<file path="src/rtl/uart_tx_serialiser.sv">
// Bus-strobed UART transmitter: captures bytes on TX_n falling edges into a FIFO and shifts them out as 8N1 frames.
// Define UART_TX_PARITY_EN to insert an even-parity bit (8E1 framing).
module uart_tx_serialiser #(
  parameter int CLKS_PER_BIT = 16,
  parameter int FIFO_DEPTH   = 8
) (
  input  logic       clk,
  input  logic       reset_n,
  input  logic [7:0] indata,
  input  logic       TX_n,
  output logic       txd,
  output logic       tx_empty,
  output logic       tx_full,
  output logic       overrun
);

  localparam int AW = $clog2(FIFO_DEPTH);
  localparam int CW = AW + 1;
  localparam int BW = (CLKS_PER_BIT > 2) ? $clog2(CLKS_PER_BIT) : 1;
  localparam logic [BW-1:0] RELOAD = BW'(CLKS_PER_BIT - 1);

  typedef enum logic [2:0] {
    S_IDLE,
    S_START,
    S_DATA,
`ifdef UART_TX_PARITY_EN
    S_PARITY,
`endif
    S_STOP
  } state_t;

  logic          sync_meta;
  logic          sync_out;
  logic          sync_prev;
  logic          fall;

  logic [7:0]    mem [FIFO_DEPTH];
  logic [AW-1:0] wr_ptr;
  logic [AW-1:0] rd_ptr;
  logic [CW-1:0] count;
  logic [CW-1:0] count_next;
  logic          full;
  logic          push_ok;
  logic          pop;
  logic [7:0]    head;

  state_t        state;
  state_t        state_next;
  logic [BW-1:0] baud_cnt;
  logic [BW-1:0] baud_next;
  logic          bit_end;
  logic [2:0]    bit_idx;
  logic [2:0]    bit_next;
  logic [7:0]    shift;
  logic [7:0]    shift_next;
  logic          txd_next;
  logic          tx_empty_next;
`ifdef UART_TX_PARITY_EN
  logic          parity;
  logic          parity_next;
`endif

  // TX_n is asynchronous; the third flop remembers the previous synchronised value for edge detection.
  always_ff @(posedge clk or negedge reset_n) begin
    if (!reset_n) begin
      sync_meta <= 1'b1;
      sync_out  <= 1'b1;
      sync_prev <= 1'b1;
    end else begin
      sync_meta <= TX_n;
      sync_out  <= sync_meta;
      sync_prev <= sync_out;
    end
  end

  assign fall = sync_prev & ~sync_out;

  assign full    = (count == CW'(FIFO_DEPTH));
  assign tx_full = full;
  assign head    = mem[rd_ptr];
  // A pop in the same cycle frees the slot, so a push into a full FIFO still lands.
  assign push_ok = fall & (~full | pop);

  always_comb begin
    count_next = count;
    unique case ({push_ok, pop})
      2'b10:   count_next = count + CW'(1);
      2'b01:   count_next = count - CW'(1);
      default: count_next = count;
    endcase
  end

  always_ff @(posedge clk) begin
    if (push_ok) begin
      mem[wr_ptr] <= indata;
    end
  end

  always_ff @(posedge clk or negedge reset_n) begin
    if (!reset_n) begin
      wr_ptr  <= '0;
      rd_ptr  <= '0;
      count   <= '0;
      overrun <= 1'b0;
    end else begin
      if (push_ok) begin
        wr_ptr <= wr_ptr + AW'(1);
      end
      if (pop) begin
        rd_ptr <= rd_ptr + AW'(1);
      end
      count <= count_next;
      if (fall && full && !pop) begin
        overrun <= 1'b1;
      end
    end
  end

  assign bit_end = (baud_cnt == '0);

  // txd_next is the line level for the state being entered, so txd and state change on the same edge.
  always_comb begin
    state_next = state;
    baud_next  = bit_end ? '0 : baud_cnt - BW'(1);
    bit_next   = bit_idx;
    shift_next = shift;
    txd_next   = 1'b1;
    pop        = 1'b0;
`ifdef UART_TX_PARITY_EN
    parity_next = parity;
`endif
    case (state)
      S_IDLE: begin
        txd_next = 1'b1;
        if (count != '0) begin
          pop        = 1'b1;
          shift_next = head;
          baud_next  = RELOAD;
          state_next = S_START;
          txd_next   = 1'b0;
`ifdef UART_TX_PARITY_EN
          parity_next = ^head;
`endif
        end
      end
      S_START: begin
        txd_next = 1'b0;
        if (bit_end) begin
          state_next = S_DATA;
          bit_next   = '0;
          baud_next  = RELOAD;
          txd_next   = shift[0];
        end
      end
      S_DATA: begin
        txd_next = shift[0];
        if (bit_end) begin
          baud_next = RELOAD;
          if (bit_idx == 3'd7) begin
`ifdef UART_TX_PARITY_EN
            state_next = S_PARITY;
            txd_next   = parity;
`else
            state_next = S_STOP;
            txd_next   = 1'b1;
`endif
          end else begin
            shift_next = {1'b0, shift[7:1]};
            bit_next   = bit_idx + 3'd1;
            txd_next   = shift[1];
          end
        end
      end
`ifdef UART_TX_PARITY_EN
      S_PARITY: begin
        txd_next = parity;
        if (bit_end) begin
          state_next = S_STOP;
          baud_next  = RELOAD;
          txd_next   = 1'b1;
        end
      end
`endif
      S_STOP: begin
        txd_next = 1'b1;
        if (bit_end) begin
          if (count != '0) begin
            pop        = 1'b1;
            shift_next = head;
            baud_next  = RELOAD;
            state_next = S_START;
            txd_next   = 1'b0;
`ifdef UART_TX_PARITY_EN
            parity_next = ^head;
`endif
          end else begin
            state_next = S_IDLE;
          end
        end
      end
      default: begin
        state_next = S_IDLE;
        txd_next   = 1'b1;
      end
    endcase
  end

  assign tx_empty_next = (count_next == '0) && (state_next == S_IDLE);

  always_ff @(posedge clk or negedge reset_n) begin
    if (!reset_n) begin
      state    <= S_IDLE;
      baud_cnt <= '0;
      bit_idx  <= '0;
      shift    <= '0;
      txd      <= 1'b1;
      tx_empty <= 1'b1;
`ifdef UART_TX_PARITY_EN
      parity   <= 1'b0;
`endif
    end else begin
      state    <= state_next;
      baud_cnt <= baud_next;
      bit_idx  <= bit_next;
      shift    <= shift_next;
      txd      <= txd_next;
      tx_empty <= tx_empty_next;
`ifdef UART_TX_PARITY_EN
      parity   <= parity_next;
`endif
    end
  end

endmodule

</file>
<file path="config.mk">
export PLATFORM = sky130hd
export DESIGN_NAME = uart_tx_serialiser
export DESIGN_NICKNAME = d
export VERILOG_FILES = /design/src/rtl/uart_tx_serialiser.sv
export SDC_FILE = /design/constraint.sdc
export NUM_CORES = 1
export LEC_CHECK = 0
export BUFFER_PORTS_ARGS = -buffer_cell sky130_fd_sc_hd__buf_2
export CELL_PAD_IN_SITES_DETAIL_PLACEMENT = 1
export CELL_PAD_IN_SITES_GLOBAL_PLACEMENT = 1
export CORE_ASPECT_RATIO = 1.5
export CORE_MARGIN = 5
export CORE_UTILIZATION = 56
export CTS_CLUSTER_DIAMETER = 50
export DETAILED_ROUTE_END_ITERATION = 6
export PLACE_DENSITY = 0.83
export REMOVE_ABC_BUFFERS = 1
export SETUP_SLACK_MARGIN = 0.3
export SYNTH_ARGS = -nofsm -noshare
export SYNTH_HDL_FRONTEND = slang
export SYNTH_SLANG_ARGS = --single-unit
</file>
<file path="constraint.sdc">
create_clock -name clk -period 5.3 [get_ports clk]
set_clock_uncertainty 0.05 [all_clocks]
set_input_delay 0 -clock clk [delete_from_list [all_inputs] [get_ports clk]]
set_output_delay 0 -clock clk [all_outputs]
set_load 0.02 [all_outputs]
</file>
After elaboration in Yosys (flattened, before gate mapping). Memories as Yosys holds them, arrays and structs flattened. Cells that the tools add are included.

Reductions and logical operators: 14. Bitwise operators: 5. Mux-type cells: 33. $add $sub $neg: 6. Eq/ne operators: 11.

Operators by type and width (number): 8-bit two-way mux (4); 3-bit two-way mux (8); 8-bit case mux with 3 select lines (1); 4-bit two-way mux (4); 3-bit case mux with 4 select lines (1); 4-bit case mux with 3 select lines (1); 1-bit two-way mux (10); 3-bit by 1-bit adder with 3-bit output, second input constant (3); 4-bit zero test (2); 2-bit inequality test, second input constant (4); 4-bit case mux with 2 select lines (1); 4-bit AND reduction (2); 4-bit by 1-bit subtractor with 4-bit output, second input constant (2); 3-bit by 2-bit equality test with 1-bit output, second input constant (2); 3-bit zero test (2); 3-bit case mux with 2 select lines (1); 4-bit by 1-bit adder with 4-bit output, second input constant (1); 4-bit equality test, second input constant (1); 1-bit case mux with 4 select lines (1); 4-bit nonzero test (1); 3-bit by 1-bit equality test with 1-bit output, second input constant (1); 3-bit equality test, second input constant (1); 1-bit logical AND (3); 3-bit nonzero test (1); 9 further kinds (11).

Bits in registers: 34. Memories kept: 1. Memory bits (writable): 64.

Memories: mem (words 8, width 8, rd ports 1, clocked after Yosys merged registers in 0, write ports 1, line 37) `logic [7:0] mem [FIFO_DEPTH];`.

Depth between registers and ports, before layout.
Depth in word-level cells: 10. Depth in mapped cells: 11.

Least setup slack after synthesis. OpenSTA, ideal clock, no wires.

Path kind: reg2reg. Start: reg baud_cnt[0]. End: mem mem[4][0] (enable). Cell stages (with the launch flop): 9. Path buffers: 1. Arrival: 2.241 ns. Path slack: 2.626 ns. Path through: dfrtp_1 > inv_1 > ha_1 > nor4bb_1 > clkbuf_4 > a21boi_4 > a31oi_1 > nand2_1 > nor3_1.

Longest elaborated chain between the ends: 7.

RTL lines: start, declared (line 49) `logic [BW-1:0] baud_cnt;`; start signal, assigned (line 223) `baud_cnt <= baud_next;`; 4-bit zero test (line 119) `assign bit_end = (baud_cnt == '0);`; 1-bit two-way mux (line 186) `if (bit_end) begin`; 1-bit case mux with 2 select lines (line 132) `case (state)`; 1-bit bitwise OR (line 82) `assign push_ok = fall & (~full | pop);`; 1-bit AND (line 82); 1-bit two-way mux (line 94) `if (push_ok) begin`; 1-bit two-way mux (not written as such) (line 95) `mem[wr_ptr] <= indata;`; end, declared (line 37).

No other way between the ends.

Worst setup path after layout.
Start: reg baud_cnt[0]. End: mem mem[4][2] (enable).

The elaborated chain is that of the path after synthesis.

==> impl_metrics.py <==
metrics = {
    "global_routing": {
        "grtUsageTotal_pct": 21.34,
        "grt_pass1_wl_um": 14590,
        "first_global_vias": 2730,
        "antenna_found_initial": 0,
        "grt_overflow": 0,
        "grt_start_max_net_pins": 35,
    },
    "power": {
        "power_switching_uw": 736.9,
        "power_uw": 2328,
        "powerDensity_mw_per_mm2": 484.9,
        "clkPwrFrac_pct": 25.9,
        "peakVddDrop_uv": 370.5,
        "intPower_uw": 1591,
        "power_frac_seq_pct": 49.0,
        "comb_power_share_pct": 25.1,
        "p_leak_uw": 0.001749,
        "p_sw_share_pct": 31.65,
    },
    "synth": {
        "synth-edff-count": 64,
        "synth_xor_area_share_pct": 1.639,
        "synth_commonest_cells": "edfxtp_1, dfrtp_1, nor2_1, mux4_2, nand2_1",
        "synth-main-ff-cell": "edfxtp_1",
        "synth_top_area_share_pct": 44.96,
        "synth.area.top_cells": "edfxtp_1, dfrtp_1, mux4_2",
        "synth_top_family_by_area": "multiplexers",
        "synthSimpleGateAreaFrac_pct": 8.811,
        "synth_top_area_cell": "edfxtp_1",
        "ys_seq_area_share_pct": 65.02,
        "synth_compound_area_share_pct": 7.055,
        "synth_warnings": 0,
        "synthMuxAreaShare_pct": 13.41,
        "synth_cell_types": 54,
        "synth_async_sr_flop_share_pct": 34.69,
        "synth.avg_cell_area_sq_um": 15.26,
        "yosys.area_share.adder_pct": 2.049,
        "ys_ff_latch": 98,
        "syn_area_sq_mm": 0.004274,
        "yosys.cell_count.top_type": "edfxtp_1",
        "synthCells": 280,
    },
    "setup_path": {
        "path_class": "flop to flop",
        "cp-start-kind": "flop",
        "endpoint_kind": "flop",
        "path_cells": "inv_1 -> ha_1 -> nor4bb_1 -> buf_4 -> a21boi_4 -> a31oi_1 -> nand2_1 -> nor3_1",
        "critical_path_arrival_ns": 3.25,
        "slowest_delay_ns": 0.97,
        "crit_buf_inv": 2,
        "worstReg2RegStart": "baud_cnt[0]",
        "required_ns": 5.20,
        "critPathLaunch": "baud_cnt[0]",
        "cp_slowest_cell": "nor3_1",
        "crit_family": "simple AND/OR/NAND/NOR gates",
        "path_max_fanout": 9,
    },
    "sta": {
        "fmax_ghz": 0.2985,
        "slew_headroom_pct": 13.97,
        "post-route-min-period_ns": 3.350,
        "maxSlewViolCount": 0,
        "period_share_pct": 63.21,
        "setup_violations": 0,
        "final.setup.tns_ns": 0,
        "rsz0062_at_grt": "false",
        "hold_violations": 0,
        "worst-slew-pin-transition_ns": 1.281,
    },
    "floorplanning": {
        "pin_count": 15,
        "placementRows": 39,
        "die_w_um": 81.33,
        "core_sq_mm": 0.007515,
        "start_util_pct": 56.88,
        "die_h_um": 117.0,
        "dieArea_sq_mm": 0.009515,
    },
    "layout": {
        "seqCellArea_sq_mm": 0.002779,
        "area_growth_pct": 12.32,
        "final_nets": 322,
        "insertedDiodeCount": 0,
        "final_layout_size_suffix_gt1_share_pct": 22.65,
        "fillers": 701,
        "multi_input_area_sq_mm": 0.001413,
    },
    "route": {
        "detail_route.wl_per_cell_um": 21.15,
        "dr_total_vias": 2468,
        "wirelength_um": 8692,
        "drt_iter0_markers": 99,
        "ant_nets": 0,
        "avgViaCountPerCell": 6.005,
        "post-route-drc-count": 0,
        "firstDrtPassIters": 4,
    },
    "clock_network": {
        "cts_resized": 0,
        "cts_tree": "built",
        "clock_path_buffers": 2,
        "htree_levels": 3,
        "numCtsBuffers": 9,
        "clk_latency_ns": 0.34,
        "clock-sinks": 98,
        "clk_pin_slew_worst_paths_ns": 0.07,
        "root_buffer": "clkbuf_16",
    },
    "run_status": {
        "status": "finished clean",
    },
    "hold_path": {
        "hold_path_class": "primary input to asynchronous set/reset pin",
    },
    "placement": {
        "numPortBuffers": 14,
        "hpwlAfterDp_um": 5883,
        "gp_congestion": 0.8026,
    },
    "run": {
        "maxCapViolCount": 0,
    },
}
[area by class of cell]
class	instances	share of cell area, %
Timing Repair Buffer	26	3.857
Multi-Input combinational cell	164	29.42
Clock inverter	7	1.095
Clock buffer	9	4.691
Inverter	5	0.3909
Tap cell	102	2.658
Sequential cell	98	57.88
[flip-flops by register name (all words and copies together), names as in the netlist, 3 cells and up]
| register | cells |
|---|---|
| shift | 8 |
| state | 3 |
| rd_ptr | 3 |
| mem | 64 |
| wr_ptr | 3 |
| bit_idx | 3 |
| baud_cnt | 4 |
| count | 4 |
[cells by family (layout without fill, tap and decap cells)]
| kind of cell | count (synthesis) | count (layout) |
|---|---|---|
| fa+ha+maj | 7 | 7 |
| xor+xnor | 8 | 8 |
| mux | 36 | 36 |
| buf+inv | 18 | 47 |
| compound gates | 42 | 42 |
| flops | 98 | 98 |
| other cells | 1 | 1 |
| simple gates | 70 | 70 |
[worst register-to-register path: stages, from the launching register on]
cell and delay [ns]:
dfrtp_1 0.39, inv_1 0.09, ha_1 0.22, nor4bb_1 0.31, buf_4 0.20, a21boi_4 0.09
a31oi_1 0.41, nand2_1 0.23, nor3_1 0.97
[metal layers]
layer	track usage (%)	wire length, um
met5	0	0
met4	9.357	181
met3	4.441	246
met2	38.19	4958
met1	24.28	3305
[final timing paths]
check	depth (start not counted)	slack, ns	end
setup / recovery	8	1.95	mem[4][2]
hold / removal	2	0.22	count[3]
setup reg to reg	8	1.95	mem[4][2]
hold reg to reg	0	0.31	sync_out
max in group asynchronous	2	4.46	bit_idx[1]
min in group clk	2	0.27	sync_meta
[placed cells by master, fill, tap and decap left out, types with 2 or more instances in the layout]
cell            n
a31oi_1         3
clkbuf_16       9
inv_6           3
mux2i_1        10
nand2_1        15
nor2_1         20
buf_2          14
dlygate4sd3_1  10
nand2b_1        6
mux4_2         16
o21ai_0        14
nor2b_1         2
mux2_2         10
dfstp_2         5
ha_1            7
inv_1           5
a22o_1          2
dfrtp_1        29
nor3_1         10
a21oi_1         3
nand3_1         3
nor4_1          2
buf_4           2
a311oi_1        2
edfxtp_1       64
o31ai_1         2
xnor2_1         6
a211oi_1        3
xor2_1          2
o211ai_1        2
[repair_timing]
item,CTS,global route
endpoints found under the hold margin,94,0
hold buffers,10,0
buffers inserted,0,0
[power groups by stage]
stage | clock [uW] | combinational, uW | sequential (uW)
4_1_cts | 616 | 590 | 1140
5_1_grt | 658 | 645 | 1170
3_5_place_dp | 0 | 575 | 1160
6_report | 603 | 584 | 1140
3_3_place_gp | 0 | 538 | 1140
2_1_floorplan | 0 | 437 | 1100
[per-stage QoR]
stage | hold slack (ns) | std cells | setup slack (ns) | instance area (sq um) | utilization (%)
after global placement | 0.05506 | 385 | 2.249 | 4423 | 58.86
after detailed placement | 0.05737 | 385 | 2.031 | 4423 | 58.86
after CTS | 0.2403 | 411 | 1.921 | 4801 | 63.89
after floorplan | -0.3456 | 267 | 2.176 | 4210 | -
after global routing | 0.2759 | 411 | 1.759 | 4801 | 63.89
final | 0.2237 | 411 | 1.950 | 4801 | 63.89
No activity file was read; power rests on OpenSTA's default activity.
